`config.mk`:
```
export PLATFORM = sky130hd
export DESIGN_NAME = rv32_multicycle_sequencer
export DESIGN_NICKNAME = d
export VERILOG_FILES = /design/src/rtl/rv32_ctrl_pkg.sv /design/src/rtl/mem_wait_timer.sv /design/src/rtl/rv32_multicycle_sequencer.sv
export SDC_FILE = /design/constraint.sdc
export NUM_CORES = 1
export LEC_CHECK = 0
export ABC_AREA = 1
export BUFFER_PORTS_ARGS = -buffer_cell sky130_fd_sc_hd__buf_2
export CELL_PAD_IN_SITES_DETAIL_PLACEMENT = 0
export CELL_PAD_IN_SITES_GLOBAL_PLACEMENT = 1
export CORE_UTILIZATION = 31
export CTS_CLUSTER_SIZE = 12
export DETAILED_ROUTE_END_ITERATION = 7
export MAX_ROUTING_LAYER = met4
export PLACE_DENSITY_LB_ADDON = 0.1
export SLEW_MARGIN = 5
export SYNTH_ARGS = -nofsm -noshare
export SYNTH_HDL_FRONTEND = slang
export SYNTH_SLANG_ARGS = --single-unit
export TNS_END_PERCENT = 1
```
`constraint.sdc`:
```
create_clock -name clk -period 1.8 [get_ports clk]
set_input_delay 0.09 -clock clk [delete_from_list [all_inputs] [get_ports clk]]
set_output_delay 0.09 -clock clk [all_outputs]
set_load 0.05 [all_outputs]
```
`src/rtl/rv32_ctrl_pkg.sv`:
```
// Shared definitions for the RV32 multi-cycle control path.
//   state_t       : sequencer states (encoding is visible on the debug state port)
//   OP_*          : RV32 base opcodes the sequencer understands
//   IMM_*         : ImmSel encodings for the immediate generator
//   WB_*          : WBSel encodings for the write-back mux
//   opcode_legal  : true for opcodes the datapath can execute
//   branch_taken  : evaluates a branch condition from funct3 and comparator flags
package rv32_ctrl_pkg;

    typedef enum logic [2:0] {
        FETCH  = 3'd0,
        DECODE = 3'd1,
        EXEC   = 3'd2,
        MEM    = 3'd3,
        WB     = 3'd4,
        TRAP   = 3'd5
    } state_t;

    localparam logic [6:0] OP_R      = 7'b0110011;
    localparam logic [6:0] OP_I      = 7'b0010011;
    localparam logic [6:0] OP_LOAD   = 7'b0000011;
    localparam logic [6:0] OP_STORE  = 7'b0100011;
    localparam logic [6:0] OP_BRANCH = 7'b1100011;
    localparam logic [6:0] OP_JAL    = 7'b1101111;
    localparam logic [6:0] OP_LUI    = 7'b0110111;

    localparam logic [2:0] IMM_I = 3'd0;
    localparam logic [2:0] IMM_S = 3'd1;
    localparam logic [2:0] IMM_B = 3'd2;
    localparam logic [2:0] IMM_J = 3'd3;
    localparam logic [2:0] IMM_U = 3'd4;

    localparam logic [1:0] WB_MEM = 2'd0;
    localparam logic [1:0] WB_ALU = 2'd1;
    localparam logic [1:0] WB_PC4 = 2'd2;
    localparam logic [1:0] WB_IMM = 2'd3;

    function automatic logic opcode_legal(input logic [6:0] op);
        case (op)
            OP_R, OP_I, OP_LOAD, OP_STORE, OP_BRANCH, OP_JAL, OP_LUI: return 1'b1;
            default: return 1'b0;
        endcase
    endfunction

    // BrLT already carries the signed/unsigned choice made through BrUn,
    // so blt/bltu and bge/bgeu share the same condition.
    function automatic logic branch_taken(input logic [2:0] f3,
                                          input logic       eq,
                                          input logic       lt);
        case (f3)
            3'b000:         return eq;
            3'b001:         return !eq;
            3'b100, 3'b110: return lt;
            3'b101, 3'b111: return !lt;
            default:        return 1'b0;
        endcase
    endfunction

endpackage

```
`src/rtl/mem_wait_timer.sv`:
```
// Memory wait watchdog.
// Counts consecutive cycles in which a memory request is stalled (requested
// but not ready). timeout is raised combinationally during the stalled cycle
// that completes MEM_TIMEOUT consecutive stalls, so the sequencer can move to
// TRAP on that clock edge.
// Ports:
//   clk     : clock, rising edge
//   rst     : synchronous active-high reset
//   stall   : mem_req high and mem_ready low this cycle
//   timeout : this cycle is the MEM_TIMEOUT-th consecutive stall
module mem_wait_timer #(
    parameter int MEM_TIMEOUT = 16,
    parameter int CNT_W       = 5
) (
    input  logic clk,
    input  logic rst,
    input  logic stall,
    output logic timeout
);

    localparam logic [CNT_W-1:0] LAST_STALL = CNT_W'(MEM_TIMEOUT - 1);

    logic [CNT_W-1:0] count_reg;

    // Any non-stalled cycle (ready seen, or no request outstanding because the
    // sequencer left FETCH/MEM) restarts the count.
    always_ff @(posedge clk) begin
        if (rst || !stall) begin
            count_reg <= '0;
        end else begin
            count_reg <= count_reg + 1'b1;
        end
    end

    assign timeout = stall && (count_reg == LAST_STALL);

endmodule

```
`src/rtl/rv32_multicycle_sequencer.sv`:
```
// Multi-cycle control FSM for the RV32 datapath.
// Steps each instruction through FETCH/DECODE/EXEC/MEM/WB, shares one memory
// port between instruction fetch and load/store with a req/ready handshake,
// and traps on illegal opcodes, unsupported branch funct3 or memory timeout.
// Ports:
//   clk, rst                 : clock and synchronous active-high reset
//   opcode/funct3/funct7_in  : instruction fields from IR
//   BrEq, BrLT               : branch comparator results
//   mem_ready                : memory completed the current access
//   mem_req/mem_we/mem_ifetch: memory request, write, address-from-PC
//   IRWrite, PCWrite, PCSel  : IR/PC update controls
//   RegWEn, Asel, Bsel       : register write enable and ALU operand selects
//   ImmSel, ALUSel, funct7   : immediate format, ALU op and sub/sra qualifier
//   BrUn                     : unsigned branch compare
//   WBSel                    : write-back source
//   trap                     : sticky fault flag
//   state                    : current FSM state (debug)
module rv32_multicycle_sequencer
    import rv32_ctrl_pkg::*;
#(
    parameter int MEM_TIMEOUT = 16,
    parameter int CNT_W       = 5
) (
    input  logic       clk,
    input  logic       rst,
    input  logic [6:0] opcode,
    input  logic [2:0] funct3,
    input  logic       funct7_in,
    input  logic       BrEq,
    input  logic       BrLT,
    input  logic       mem_ready,
    output logic       mem_req,
    output logic       mem_we,
    output logic       mem_ifetch,
    output logic       IRWrite,
    output logic       PCWrite,
    output logic       PCSel,
    output logic       RegWEn,
    output logic       Asel,
    output logic       Bsel,
    output logic [2:0] ImmSel,
    output logic [2:0] ALUSel,
    output logic       funct7,
    output logic       BrUn,
    output logic [1:0] WBSel,
    output logic       trap,
    output logic [2:0] state
);

    state_t state_reg;
    state_t state_next;
    logic   mem_stall;
    logic   mem_timeout;

    // Derived from the state register rather than from mem_req so the
    // watchdog does not form a combinational loop through the output logic.
    assign mem_stall = !rst && !mem_ready &&
                       ((state_reg == FETCH) || (state_reg == MEM));

    mem_wait_timer #(
        .MEM_TIMEOUT (MEM_TIMEOUT),
        .CNT_W       (CNT_W)
    ) u_mem_wait_timer (
        .clk     (clk),
        .rst     (rst),
        .stall   (mem_stall),
        .timeout (mem_timeout)
    );

    always_ff @(posedge clk) begin
        if (rst) begin
            state_reg <= FETCH;
        end else begin
            state_reg <= state_next;
        end
    end

    assign state = state_reg;

    always_comb begin
        state_next = state_reg;
        mem_req    = 1'b0;
        mem_we     = 1'b0;
        mem_ifetch = 1'b0;
        IRWrite    = 1'b0;
        PCWrite    = 1'b0;
        PCSel      = 1'b0;
        RegWEn     = 1'b0;
        Asel       = 1'b0;
        Bsel       = 1'b0;
        ImmSel     = IMM_I;
        ALUSel     = 3'd0;
        funct7     = 1'b0;
        BrUn       = 1'b0;
        WBSel      = WB_ALU;
        trap       = 1'b0;

        // During reset every output keeps its idle default, so an access
        // in flight is dropped without a write or PC update.
        if (rst) begin
            state_next = FETCH;
        end else begin
            case (state_reg)
                FETCH: begin
                    mem_req    = 1'b1;
                    mem_ifetch = 1'b1;
                    if (mem_ready) begin
                        IRWrite    = 1'b1;
                        state_next = DECODE;
                    end else if (mem_timeout) begin
                        state_next = TRAP;
                    end
                end

                DECODE: begin
                    state_next = opcode_legal(opcode) ? EXEC : TRAP;
                end

                EXEC: begin
                    case (opcode)
                        OP_R: begin
                            ALUSel     = funct3;
                            funct7     = funct7_in;
                            state_next = WB;
                        end
                        OP_I: begin
                            // Immediate operand for the ALU's second input.
                            ALUSel     = funct3;
                            funct7     = funct7_in;
                            Bsel       = 1'b1;
                            state_next = WB;
                        end
                        OP_LOAD: begin
                            Bsel       = 1'b1;
                            ImmSel     = IMM_I;
                            state_next = MEM;
                        end
                        OP_STORE: begin
                            Bsel       = 1'b1;
                            ImmSel     = IMM_S;
                            state_next = MEM;
                        end
                        OP_BRANCH: begin
                            Asel   = 1'b1;
                            Bsel   = 1'b1;
                            ImmSel = IMM_B;
                            BrUn   = funct3[1];
                            // funct3 010/011 are not branch encodings.
                            if (funct3[2:1] == 2'b01) begin
                                state_next = TRAP;
                            end else begin
                                PCWrite    = 1'b1;
                                PCSel      = branch_taken(funct3, BrEq, BrLT);
                                state_next = FETCH;
                            end
                        end
                        OP_JAL, OP_LUI: begin
                            state_next = WB;
                        end
                        default: begin
                            state_next = TRAP;
                        end
                    endcase
                end

                MEM: begin
                    // Address selects stay asserted for the whole wait so the
                    // ALU keeps presenting the same address.
                    mem_req = 1'b1;
                    mem_we  = (opcode == OP_STORE);
                    Bsel    = 1'b1;
                    ImmSel  = (opcode == OP_STORE) ? IMM_S : IMM_I;
                    if (mem_ready) begin
                        if (opcode == OP_STORE) begin
                            PCWrite    = 1'b1;
                            state_next = FETCH;
                        end else begin
                            state_next = WB;
                        end
                    end else if (mem_timeout) begin
                        state_next = TRAP;
                    end
                end

                WB: begin
                    RegWEn     = 1'b1;
                    PCWrite    = 1'b1;
                    state_next = FETCH;
                    case (opcode)
                        OP_R: begin
                            ALUSel = funct3;
                            funct7 = funct7_in;
                        end
                        OP_I: begin
                            ALUSel = funct3;
                            funct7 = funct7_in;
                            Bsel   = 1'b1;
                        end
                        OP_LOAD: begin
                            WBSel = WB_MEM;
                        end
                        OP_JAL: begin
                            WBSel  = WB_PC4;
                            Asel   = 1'b1;
                            Bsel   = 1'b1;
                            ImmSel = IMM_J;
                            PCSel  = 1'b1;
                        end
                        OP_LUI: begin
                            WBSel  = WB_IMM;
                            ImmSel = IMM_U;
                        end
                        default: begin
                            RegWEn     = 1'b0;
                            PCWrite    = 1'b0;
                            state_next = TRAP;
                        end
                    endcase
                end

                TRAP: begin
                    trap = 1'b1;
                end

                default: begin
                    state_next = TRAP;
                end
            endcase
        end
    end

endmodule

```
# Word-level counts from Yosys, hierarchy flattened
# Index checks and enable logic that the tools add are counted.
# W data, S select, Z words.
[word_totals]
memories = 0
input_bits = 16
register_bits = 8
latch_bits = 0
mem_bits_ro = 0
ramBits = 0
out_inout_bits = 23
[classes]
n_lt_le_gt_ge = 0
multipliers = 0
n_shift = 0
n_reduce_logical = 23
div = 0
n_eq_ne = 19
bitwise = 0
addsub = 1
n_mux = 62
[ops]
columns = ["cell", "n"]
rows = [
  ["$mux W1", 38],
  ["$mux W3", 11],
  ["$eq A7 B6 Y1 const B", 3],
  ["$eq A3 B3 Y1 const B", 6],
  ["$pmux W3 S3", 2],
  ["$pmux W3 S6", 1],
  ["$eq A7 B7 Y1 const B", 2],
  ["$reduce_or A2 Y1", 7],
  ["$reduce_or A4 Y1", 2],
  ["$eq A7 B2 Y1 const B", 1],
  ["$eq A7 B5 Y1 const B", 1],
  ["$reduce_or A7 Y1", 1],
  ["$eq A3 B1 Y1 const B", 2],
  ["$eq A3 B2 Y1 const B", 2],
  ["$logic_not A3 Y1", 2],
  ["$pmux W1 S3", 2],
  ["$pmux W2 S3", 1],
  ["$pmux W3 S2", 1],
  ["$add A5 B1 Y5 const B", 1],
  ["$eq A5 B4 Y1 const B", 1],
  ["$logic_not A1 Y1", 5],
  ["$reduce_or A5 Y1", 1],
  ["$mux W2", 2],
  ["$pmux W1 S2", 2],
  ["5 further kinds", 8],
]

# Depth between registers and ports, before layout
# Gate-level depths: netlist of run 1.
[logic_depth]
word_depth = 7
depth_mapped = 11

# Hierarchy
# From an unflattened synthesis of run 1, not the netlist that was laid out.
[unflattened]
cells_unflattened = 173
area_unflattened_um2 = 924.6
[by_module_without_submodules]
columns = ["mod", "area_each_um2", "cells_each", "seq_area_each_um2", "n_inst"]
rows = [
  ["rv32_multicycle_sequencer", 716.9, 145, 60.1, 1],
  ["mem_wait_timer", 207.7, 28, 100.1, 1],
]

# Least setup slack after synthesis of run 1
# Ideal clock, no wire load.
[synth_path]
path_type = "reg2out"
start = "register state_reg[1] (netlist: state[1])"
end = "output ALUSel[1]"
required_time_ps = 1710
path_slack_ps = -839
stages_incl_launch_ff = 5
n_path_buf = 0
arrival_time_ps = 2549
path_cell_list = "dfxtp_1 -> nand3_2 -> inv_1 -> nor2_1 -> nor4_1"
[synth_between]
elab_chain_len = 4
elab_cells_between_ends = 5
classes_between = "eq/ne: 2; mux: 2; reduce/logical: 1"
[synth_rtl]
columns = ["element", "line_no", "rtl"]
rows = [
  ["start, declared", "rv32_multicycle_sequencer.sv:50", "state_t state_reg;"],
  ["start signal, assigned", "rv32_multicycle_sequencer.sv:74", "state_reg <= state_next;"],
  ["$eq A3 B3 Y1 or $eq A3 B2 Y1 (tied branches)", "rv32_multicycle_sequencer.sv:103", "case (state_reg)"],
  ["$reduce_or A2 Y1 (no line) (*)", "-", ""],
  ["$mux W3 (*)", "-", ""],
  ["$mux W3 (*)", "rv32_multicycle_sequencer.sv:100", "if (rst) begin"],
  ["end, declared", "rv32_multicycle_sequencer.sv:42", "output logic [2:0] ALUSel,"],
]
# Mark *: on every way between the ends. The rest lies on a longest branch, timed or not.

# Worst setup path after layout of run 1
[layout_path]
start = "register state_reg[2] (netlist: state[2])"
end = "output ALUSel[2]"
# Same word-level chain as after synthesis.

==> results.json, run 1 <==
{
  "status": "finished, violations left",
  "violations": "DRC",
  "clk_latency_ps": 260,
  "drtAntennaViolNets": 0,
  "rows": 19,
  "ctsHtreeMaxLevel": 1,
  "r2r-end": "state[2]$_SDFFE_PP0P_",
  "ys_seq_area_frac": 0.171,
  "cp_cell_sequence": "clkinv_4 -> nand3_2 -> inv_2 -> nor2_2 -> nor2_2 -> inv_2 -> nor3_2 -> buf_2",
  "grt_usage": 0.165,
  "grt_pass1_wl_mm": 4.25,
  "dr.pass1.iters": 6,
  "drt-initial-drc-count": 36,
  "powerDensity_nw_per_um2": 574,
  "largest_reg_flops": 5,
  "cp.required_ps": 1710,
  "grt_max_degree": 18,
  "die_h_um": 57.0,
  "post-route-drc-count": 6,
  "synth_cell_types": 29,
  "synth_area_sq_um": 937,
  "critPathSlowestCell": "dfxtp_2",
  "grt_overflow_total": 0,
  "tightest_slew_ps": 345,
  "syn2layout_area_growth_pct": 33.1,
  "dieArea_sq_um": 3250,
  "avgRoutedWirePerCell_um": 11.0,
  "min_path_type": "in -> reg",
  "yosysWarnings": 0,
  "dp_cells": 227,
  "portBuffers": 38,
  "cts_tree": "done",
  "cap_violations": 0,
  "cts-root-buf": "clkbuf_4",
  "dp.final_hpwl_mm": 2.05,
  "slowest_delay_ps": 410,
  "r2r-start": "u_mem_wait_timer.count_reg[0]$_SDFF_PP0_",
  "via_count": 1116,
  "synth_nets": 178,
  "clock_skew_ps": 8.92,
  "startpoint": "state[2]$_SDFFE_PP0P_",
  "yosys_register_bits": 8,
  "worstSetupEndpoint": "ALUSel[2]",
  "cts_hold_buf": 0,
  "start_kind": "flop",
  "initial_core_util": 0.334,
  "p_leak_nw": 0.607,
  "r2r_cells": 10,
  "grt_pass1_vias": 997,
  "fin_crit_ps": 1650,
  "grt_antenna_before_repair": 0,
  "chipWidth_um": 57.0,
  "io_pins": 39,
  "period_share": 0.918,
  "cts_buffers": 3,
  "routed_wl_mm": 2.54,
  "cts_num_sinks": 8,
  "rsz0062_at_grt": "no",
  "crit_fanout": 7,
  "core_sq_um": 2810,
  "vias_per_cell": 4.83,
  "worst-setup-path-type": "reg -> out",
  "cp_data_arrival_time_ps": 1560,
  "clockBufferDepth": 2,
  "stdcell_count": 231,
  "clk_pin_slew_ps": 60,
  "fin_hold_ws_ps": 149,
  "peakVddDrop_uv": 410,
  "slew_violations": 0,
  "r2r_slack_ps": 410,
  "nets": 220,
  "diodes": 0,
  "netlist_instances": 160,
  "hold_violations": 0,
  "drive_gt1_frac": 0.395,
  "cp-end-kind": "primary output",
  "avgSynthCellArea_sq_um": 5.86,
  "slew_headroom": 0.770,
  "place_congestion": 0.865,
  "clock.fmax_mhz": 605,
  "setup_viol_count_final": 0
}
-- synth_stat cells --
cell type	count	share of area
nor4_1	1	0.0067
nand3_1	9	0.048
a31oi_1	1	0.0067
nor2_2	3	0.020
nand2_1	30	0.12
nor3_1	5	0.027
nor2_1	34	0.14
o31ai_1	2	0.016
inv_1	18	0.072
nor3b_2	1	0.013
nor3b_1	2	0.016
nand4_2	1	0.013
nand4_1	2	0.013
ha_1	2	0.027
a21oi_2	2	0.019
nand3_2	2	0.021
o21ai_0	5	0.027
clkbuf_4	1	0.0080
or2_0	1	0.0067
nor2_4	2	0.024
nand2_2	9	0.060
inv_2	5	0.020
o211ai_1	1	0.0080
nand3_4	1	0.019
xor2_1	1	0.0093
xnor2_1	1	0.0093
a21oi_1	9	0.048
dfxtp_1	8	0.17
clkbuf_8	1	0.015
-- layout by cell type (no fill, tap or decap), types with 5 or more instances in the layout --
cell type / Yosys / routed
inv_2: 5 / 5
nor2_1: 34 / 33
nand2_1: 30 / 30
nand2_2: 9 / 8
dfxtp_1: 8 / 5
inv_1: 18 / 17
buf_2: 0 / 34
a21oi_1: 9 / 9
nand3_1: 9 / 9
o21ai_0: 5 / 5
-- critical path, delay by kind of cell (launching register included) --
kind / cells / cell delay [ps]
buffers and inverters: 4 / 530
DFF: 1 / 410
and+or+nand+nor: 4 / 350
-- per-layer routing --
layer | wire length (um) | vias to the layer above | part of all wire | GRT usage
li1 | - | 597 | - | -
met1 | 1250 | 487 | 0.49 | 0.209
met2 | 1130 | 27 | 0.44 | 0.277
met3 | 116 | 5 | 0.046 | 0.00907
met4 | 39 | 0 | 0.015 | 0.0627
met5 | 0 | - | 0 | -
-- per-stage QoR --
step / TNS (ps) / setup WS [ps] / total power [mW] / util / cell area, sq um
2_1_floorplan: -2330 / -316 / 0.480 / - / 968
3_3_place_gp: 0 / 216 / 0.558 / 0.419 / 1180
3_5_place_dp: 0 / 250 / 0.558 / 0.419 / 1180
4_1_cts: 0 / 21.9 / 0.701 / 0.431 / 1210
5_1_grt: 0 / 20.5 / 0.770 / 0.445 / 1250
6_report: 0 / 147 / 0.716 / 0.445 / 1250
-- how the worst min path moves through the flow --
stage	start	to	cells after the start	slack [ps]
floorplan	mem_ready	state[1]$_SDFFE_PP0P_	3	280
global placement	u_mem_wait_timer.count_reg[0]$_SDFF_PP0_	u_mem_wait_timer.count_reg[0]$_SDFF_PP0_	1	430
detailed placement	mem_ready	state[1]$_SDFFE_PP0P_	4	420
CTS	mem_ready	state[1]$_SDFFE_PP0P_	4	150
global route	mem_ready	state[1]$_SDFFE_PP0P_	4	170
finish	mem_ready	state[1]$_SDFFE_PP0P_	4	150
-- final cells by class --
class / instances / area (sq um)
Timing Repair Buffer: 39 / 215
Sequential cell: 8 / 166
Fill cell: 320 / 1560
Tap cell: 31 / 38.8
Inverter: 23 / 91.3
Multi-Input combinational cell: 127 / 713
Clock buffer: 3 / 22.5
-- where the power goes --
group	leakage, nW	switching [mW]	total (mW)	internal, mW
clock	0.0138	0.0600	0.136	0.0762
sequential	0.0665	0.0280	0.221	0.193
combinational	0.527	0.256	0.359	0.102
-- cell families after synthesis --
family	after synthesis	share of synthesized area
and+or+nand+nor	103	0.545
buffers and inverters	25	0.115
AOI/OAI and AO/OA	20	0.124
DFF	8	0.171
xor gates and xnor gates	2	0.0187
adders and majority gates	2	0.0267
-- timing repair --
| item | CTS | global route |
|---|---|---|
| hold endpoints to repair | 0 | 0 |
| endpoints found under the setup margin | 5 | 10 |
| buffers inserted | 0 | 1 |
| pin swaps | 0 | 2 |
| resized for setup | 5 | 11 |
(Power assumes the default switching activity.)
==> inputs of run 2 (changes only) <==
--- a/config.mk
+++ b/config.mk
@@ -9,6 +9,7 @@
 export BUFFER_PORTS_ARGS = -buffer_cell sky130_fd_sc_hd__buf_2
 export CELL_PAD_IN_SITES_DETAIL_PLACEMENT = 0
 export CELL_PAD_IN_SITES_GLOBAL_PLACEMENT = 1
+export CORE_ASPECT_RATIO = 0.5
 export CORE_UTILIZATION = 31
 export CTS_CLUSTER_SIZE = 12
 export DETAILED_ROUTE_END_ITERATION = 7
==> run 2 against run 1 <==
- the run now ends clean
- wire length shrank 3.7%
- cell count grew 2.2%
- global-route usage shrank 0.49 points
- clock power grew 54%
- flip-flop and latch count is the same
- register-to-register slack lost 20 ps
==> results.json, run 2 (same netlist as run 1, synthesis figures left out) <==
{
  "post-route-drc-count": 0,
  "initial_core_util": 0.343,
  "slowest_delay_ps": 420,
  "grt_max_degree": 18,
  "status": "finished clean",
  "nets": 219,
  "drt-initial-drc-count": 37,
  "clockBufferDepth": 2,
  "via_count": 1099,
  "fin_hold_ws_ps": 197,
  "worstSetupEndpoint": "Bsel",
  "clock_skew_ps": 0.325,
  "cts_hold_buf": 0,
  "largest_reg_flops": 5,
  "core_sq_um": 2730,
  "place_ws_ps": 244,
  "cts_buffers": 3,
  "drtAntennaViolNets": 0,
  "rows": 13,
  "clock.fmax_mhz": 608,
  "ctsHtreeMaxLevel": 1,
  "cp_cell_sequence": "nor2_4 -> nand2_2 -> inv_2 -> nand3_2 -> nand2_1 -> o31ai_1 -> inv_1 -> buf_2",
  "slew_violations": 0,
  "cap_violations": 0,
  "period_share": 0.914,
  "io_pins": 39,
  "grt_overflow_total": 0,
  "worst-setup-path-type": "reg -> out",
  "tightest_slew_ps": 362,
  "r2r_slack_ps": 390,
  "cp_data_arrival_time_ps": 1560,
  "rsz0062_at_grt": "no",
  "clk_latency_ps": 220,
  "r2r-end": "state[2]$_SDFFE_PP0P_",
  "die_h_um": 40.9,
  "peakVddDrop_uv": 493,
  "min_path_type": "in -> reg",
  "dp.final_hpwl_mm": 2.03,
  "setup_viol_count_final": 0,
  "postCtsSetupRepairBufs": 0,
  "grt_pass1_wl_mm": 3.86,
  "start_kind": "flop",
  "r2r-start": "u_mem_wait_timer.count_reg[0]$_SDFF_PP0_",
  "critPathSlowestCell": "dfxtp_2",
  "cp.depth": 8,
  "grt_antenna_before_repair": 0,
  "slew_headroom": 0.758,
  "hold_violations": 0,
  "r2r_cells": 10,
  "diodes": 0,
  "final_cell_mix": "nor2_1, buf_2, nand2_1",
  "avgRoutedWirePerCell_um": 10.3,
  "startpoint": "state[1]$_SDFFE_PP0P_",
  "cts-resized-gates": 1,
  "dieArea_sq_um": 3260,
  "syn2layout_area_growth_pct": 33.0,
  "powerDensity_nw_per_um2": 618,
  "fin_crit_ps": 1650,
  "drive_gt1_frac": 0.382,
  "p_leak_nw": 0.604,
  "grt_usage": 0.160,
  "layout_setup_ws_ps": 155,
  "cts_tree": "done",
  "place_congestion": 0.846,
  "grt_pass1_vias": 856,
  "vias_per_cell": 4.66,
  "routed_wl_mm": 2.44,
  "dr.pass1.iters": 4,
  "cts_num_sinks": 8,
  "portBuffers": 38,
  "crit_fanout": 6,
  "cp-end-kind": "primary output",
  "clk_pin_slew_ps": 40,
  "path_buf_inv": 3,
  "chipWidth_um": 79.8,
  "cts-root-buf": "clkbuf_8",
  "cp.required_ps": 1710,
  "critPathTopFamily": "flip-flops"
}
-- run 2: power breakdown --
part	leakage [nW]	switching, mW	internal [mW]	total [mW]
Combinational	0.516	0.248	0.0944	0.342
Clock	0.0216	0.0650	0.144	0.209
Sequential	0.0662	0.0235	0.195	0.219
-- run 2: layout make-up --
type	instances	area (sq um)
Fill cell	318	1490
Tap cell	37	46.3
Clock buffer	3	41.3
Multi-Input combinational cell	127	706
Timing Repair Buffer	38	200
Sequential cell	8	164
Inverter	23	88.8
-- run 2: stage by stage --
stage          power (mW)  TNS, ps   util  instances  area [sq um]
3_5_place_dp        0.556        0  0.433        233          1180
5_1_grt             0.828        0  0.456        236          1250
3_3_place_gp        0.557        0  0.433        233          1180
2_1_floorplan       0.480    -2330      -        160           968
4_1_cts             0.771        0  0.449        236          1230
6_report            0.771        0  0.456        236          1250
-- run 2: worst min path at each step --
stage	slack (ps)	start	cells after the start	end
2_1_floorplan	280	mem_ready	3	state[1]$_SDFFE_PP0P_
3_3_place_gp	430	mem_ready	4	state[1]$_SDFFE_PP0P_
3_5_place_dp	430	mem_ready	4	state[1]$_SDFFE_PP0P_
4_1_cts	200	mem_ready	4	state[1]$_SDFFE_PP0P_
5_1_grt	220	mem_ready	4	state[1]$_SDFFE_PP0P_
6_report	200	mem_ready	4	state[1]$_SDFFE_PP0P_
-- run 2: worst reg2reg max path, delay by kind of cell, from the launching register on --
family | cells | cell delay [ps]
adders and majority gates | 2 | 390
and+or+nand+nor | 8 | 610
DFF | 1 | 310
-- run 2: per-layer routing --
metal  vias to the layer above  global-route usage  routed length, um
li1                        595                   -                  -
met5                         -                   -                  0
met2                        24               0.239                952
met3                         0              0.0133                105
met1                       480               0.233               1380
met4                         0              0.0402                  0
==> inputs of run 3 (changes only) <==
--- a/config.mk
+++ b/config.mk
@@ -14,7 +14,8 @@
 export CTS_CLUSTER_SIZE = 12
 export DETAILED_ROUTE_END_ITERATION = 7
 export MAX_ROUTING_LAYER = met4
-export PLACE_DENSITY_LB_ADDON = 0.1
+export PLACE_DENSITY = 0.86
+export REMOVE_ABC_BUFFERS = 1
 export SLEW_MARGIN = 5
 export SYNTH_ARGS = -nofsm -noshare
 export SYNTH_HDL_FRONTEND = slang
==> run 3 against run 2 <==
- die area did not move
- flip-flop and latch count did not move
- non-clock buffer count unchanged
- core utilization shrank 1.2 points
- critical path depth is the same
- total power shrank 0.97%
- hold slack improved by 5.5 ps
- combinational power down 2%
- via count grew 1.1%
- final area fell by 2.6%
- highest routed layer is now met4
- count of clock-buffer cells in the layout stayed put
==> results.json, run 3 (same netlist as run 1, synthesis figures left out) <==
{
  "fin_area_sq_um": 1210,
  "drive_gt1_frac": 0.352,
  "sw_frac_of_total": 0.434,
  "cp-end-kind": "primary output",
  "cap_violations": 0,
  "setup_viol_count_final": 0,
  "rsz0062_at_grt": "no",
  "clk_pin_slew_ps": 40,
  "layout_setup_ws_ps": 144,
  "cts_num_sinks": 8,
  "cp.required_ps": 1710,
  "tightest_slew_ps": 304,
  "nFillCells": 315,
  "grt_max_degree": 18,
  "p_clk_frac": 0.273,
  "cts-root-buf": "clkbuf_8",
  "fin_crit_ps": 1660,
  "peakVddDrop_uv": 348,
  "drtAntennaViolNets": 0,
  "core_sq_um": 2730,
  "cts_tree": "done",
  "start_kind": "flop",
  "io_pins": 39,
  "p_int_uw": 432,
  "rows": 13,
  "r2r_slack_ps": 400,
  "routed_wl_mm": 2.36,
  "p_leak_nw": 0.598,
  "hold_violations": 0,
  "p_sw_uw": 331,
  "postCtsSetupRepairBufs": 0,
  "nets": 219,
  "via_count": 1111,
  "grt_antenna_before_repair": 0,
  "place_area_sq_um": 1150,
  "status": "finished clean",
  "pwr-share-comb": 0.440,
  "clock_skew_ps": 1.04,
  "dp.final_hpwl_mm": 1.95,
  "clk_latency_ps": 220,
  "powerDensity_nw_per_um2": 629,
  "place_congestion": 0.801,
  "cp_cell_sequence": "inv_4 -> nand3_2 -> inv_2 -> nor2_1 -> nor2_2 -> inv_2 -> nor3b_1 -> buf_4",
  "slew_violations": 0,
  "grt_pass1_wl_mm": 3.66,
  "cts_hold_buf": 0,
  "largest_reg_flops": 5,
  "slowest_delay_ps": 370,
  "vias_per_cell": 4.71,
  "post-route-drc-count": 0,
  "clockBufferDepth": 2,
  "crit_fanout": 7,
  "die_h_um": 40.9,
  "syn2layout_area_growth_pct": 29.5,
  "ctsHtreeMaxLevel": 1,
  "place_ws_ps": 256,
  "grt_overflow_total": 0,
  "avgRoutedWirePerCell_um": 9.98,
  "cpMostUsedCell": "inv_2",
  "grt_pass1_vias": 869,
  "grt_usage": 0.157,
  "dr.pass1.iters": 5,
  "regArea_sq_um": 163,
  "min_path_type": "in -> reg",
  "initial_core_util": 0.343,
  "worst-setup-path-type": "reg -> out",
  "diodes": 0,
  "pwr-share-seq": 0.288,
  "clock.fmax_mhz": 604,
  "fin_util": 0.444,
  "dieArea_sq_um": 3260,
  "slew_headroom": 0.797,
  "portBuffers": 38,
  "critPathSlowestCell": "dfxtp_1",
  "cp_data_arrival_time_ps": 1570,
  "cts_buffers": 3,
  "multi_input_area_sq_um": 674,
  "chipWidth_um": 79.8,
  "drt-initial-drc-count": 41,
  "final_cell_mix": "nor2_1, buf_2, nand2_1",
  "period_share": 0.920
}
## run 3: cell count changes in the layout (fill, tap and decap cells not counted), sizes merged
cell	previous run	this run
buf	36	37
clkbuf	5	4
## run 3: path summary, 6_finish.rpt
check,endpoint,cells past startpoint,from
worst max-delay path,ALUSel[0],8,state[2]$_SDFFE_PP0P_
worst min-delay path,state[1]$_SDFFE_PP0P_,4,mem_ready
worst max register to register,state[2]$_SDFFE_PP0P_,10,u_mem_wait_timer.count_reg[0]$_SDFF_PP0_
worst min register to register,u_mem_wait_timer.count_reg[0]$_SDFF_PP0_,1,u_mem_wait_timer.count_reg[0]$_SDFF_PP0_
## run 3: stage by stage
stage / instances / setup TNS [ps] / power [mW] / hold WS [ps]
global route: 236 / 0 / 0.826 / 232
detailed placement: 233 / 0 / 0.550 / 443
CTS: 236 / 0 / 0.764 / 210
floorplan: 158 / -5030 / 0.466 / 159
global placement: 233 / 0 / 0.547 / 429
finish: 236 / 0 / 0.763 / 202
## run 3: layer usage
metal | global-route usage | vias up | part of all wire
li1 | - | 591 | -
met1 | 0.197 | 490 | 0.51
met2 | 0.259 | 26 | 0.43
met3 | 0.0200 | 4 | 0.051
met4 | 0.0804 | 0 | 0.013
met5 | - | - | 0
## run 3: area by class of cell
type | count | area share
Multi-Input combinational cell | 127 | 0.556
Timing Repair Buffer | 38 | 0.165
Sequential cell | 8 | 0.134
Inverter | 23 | 0.0732
Tap cell | 37 | 0.0381
Clock buffer | 3 | 0.0340
## run 3: critical path: cells and delay by family (launching register included)
| kind | cells | cell delay (ps) |
|---|---|---|
| buffers and inverters | 4 | 530 |
| flip-flops | 1 | 370 |
| AND/OR/NAND/NOR | 4 | 440 |
## run 3: what timing repair did
action                     CTS  global route
gates resized for setup      0            12
hold endpoints to repair     0             0
setup endpoints to repair    0             7
## run 3: power groups by stage
stage                     sequential (mW)  combinational, mW  clock (mW)
after CTS                           0.215              0.333       0.217
after global routing                0.222              0.371       0.232
final                               0.220              0.336       0.208
after floorplan                     0.252              0.213           0
after global placement              0.217              0.330           0
after detailed placement            0.218              0.332           0
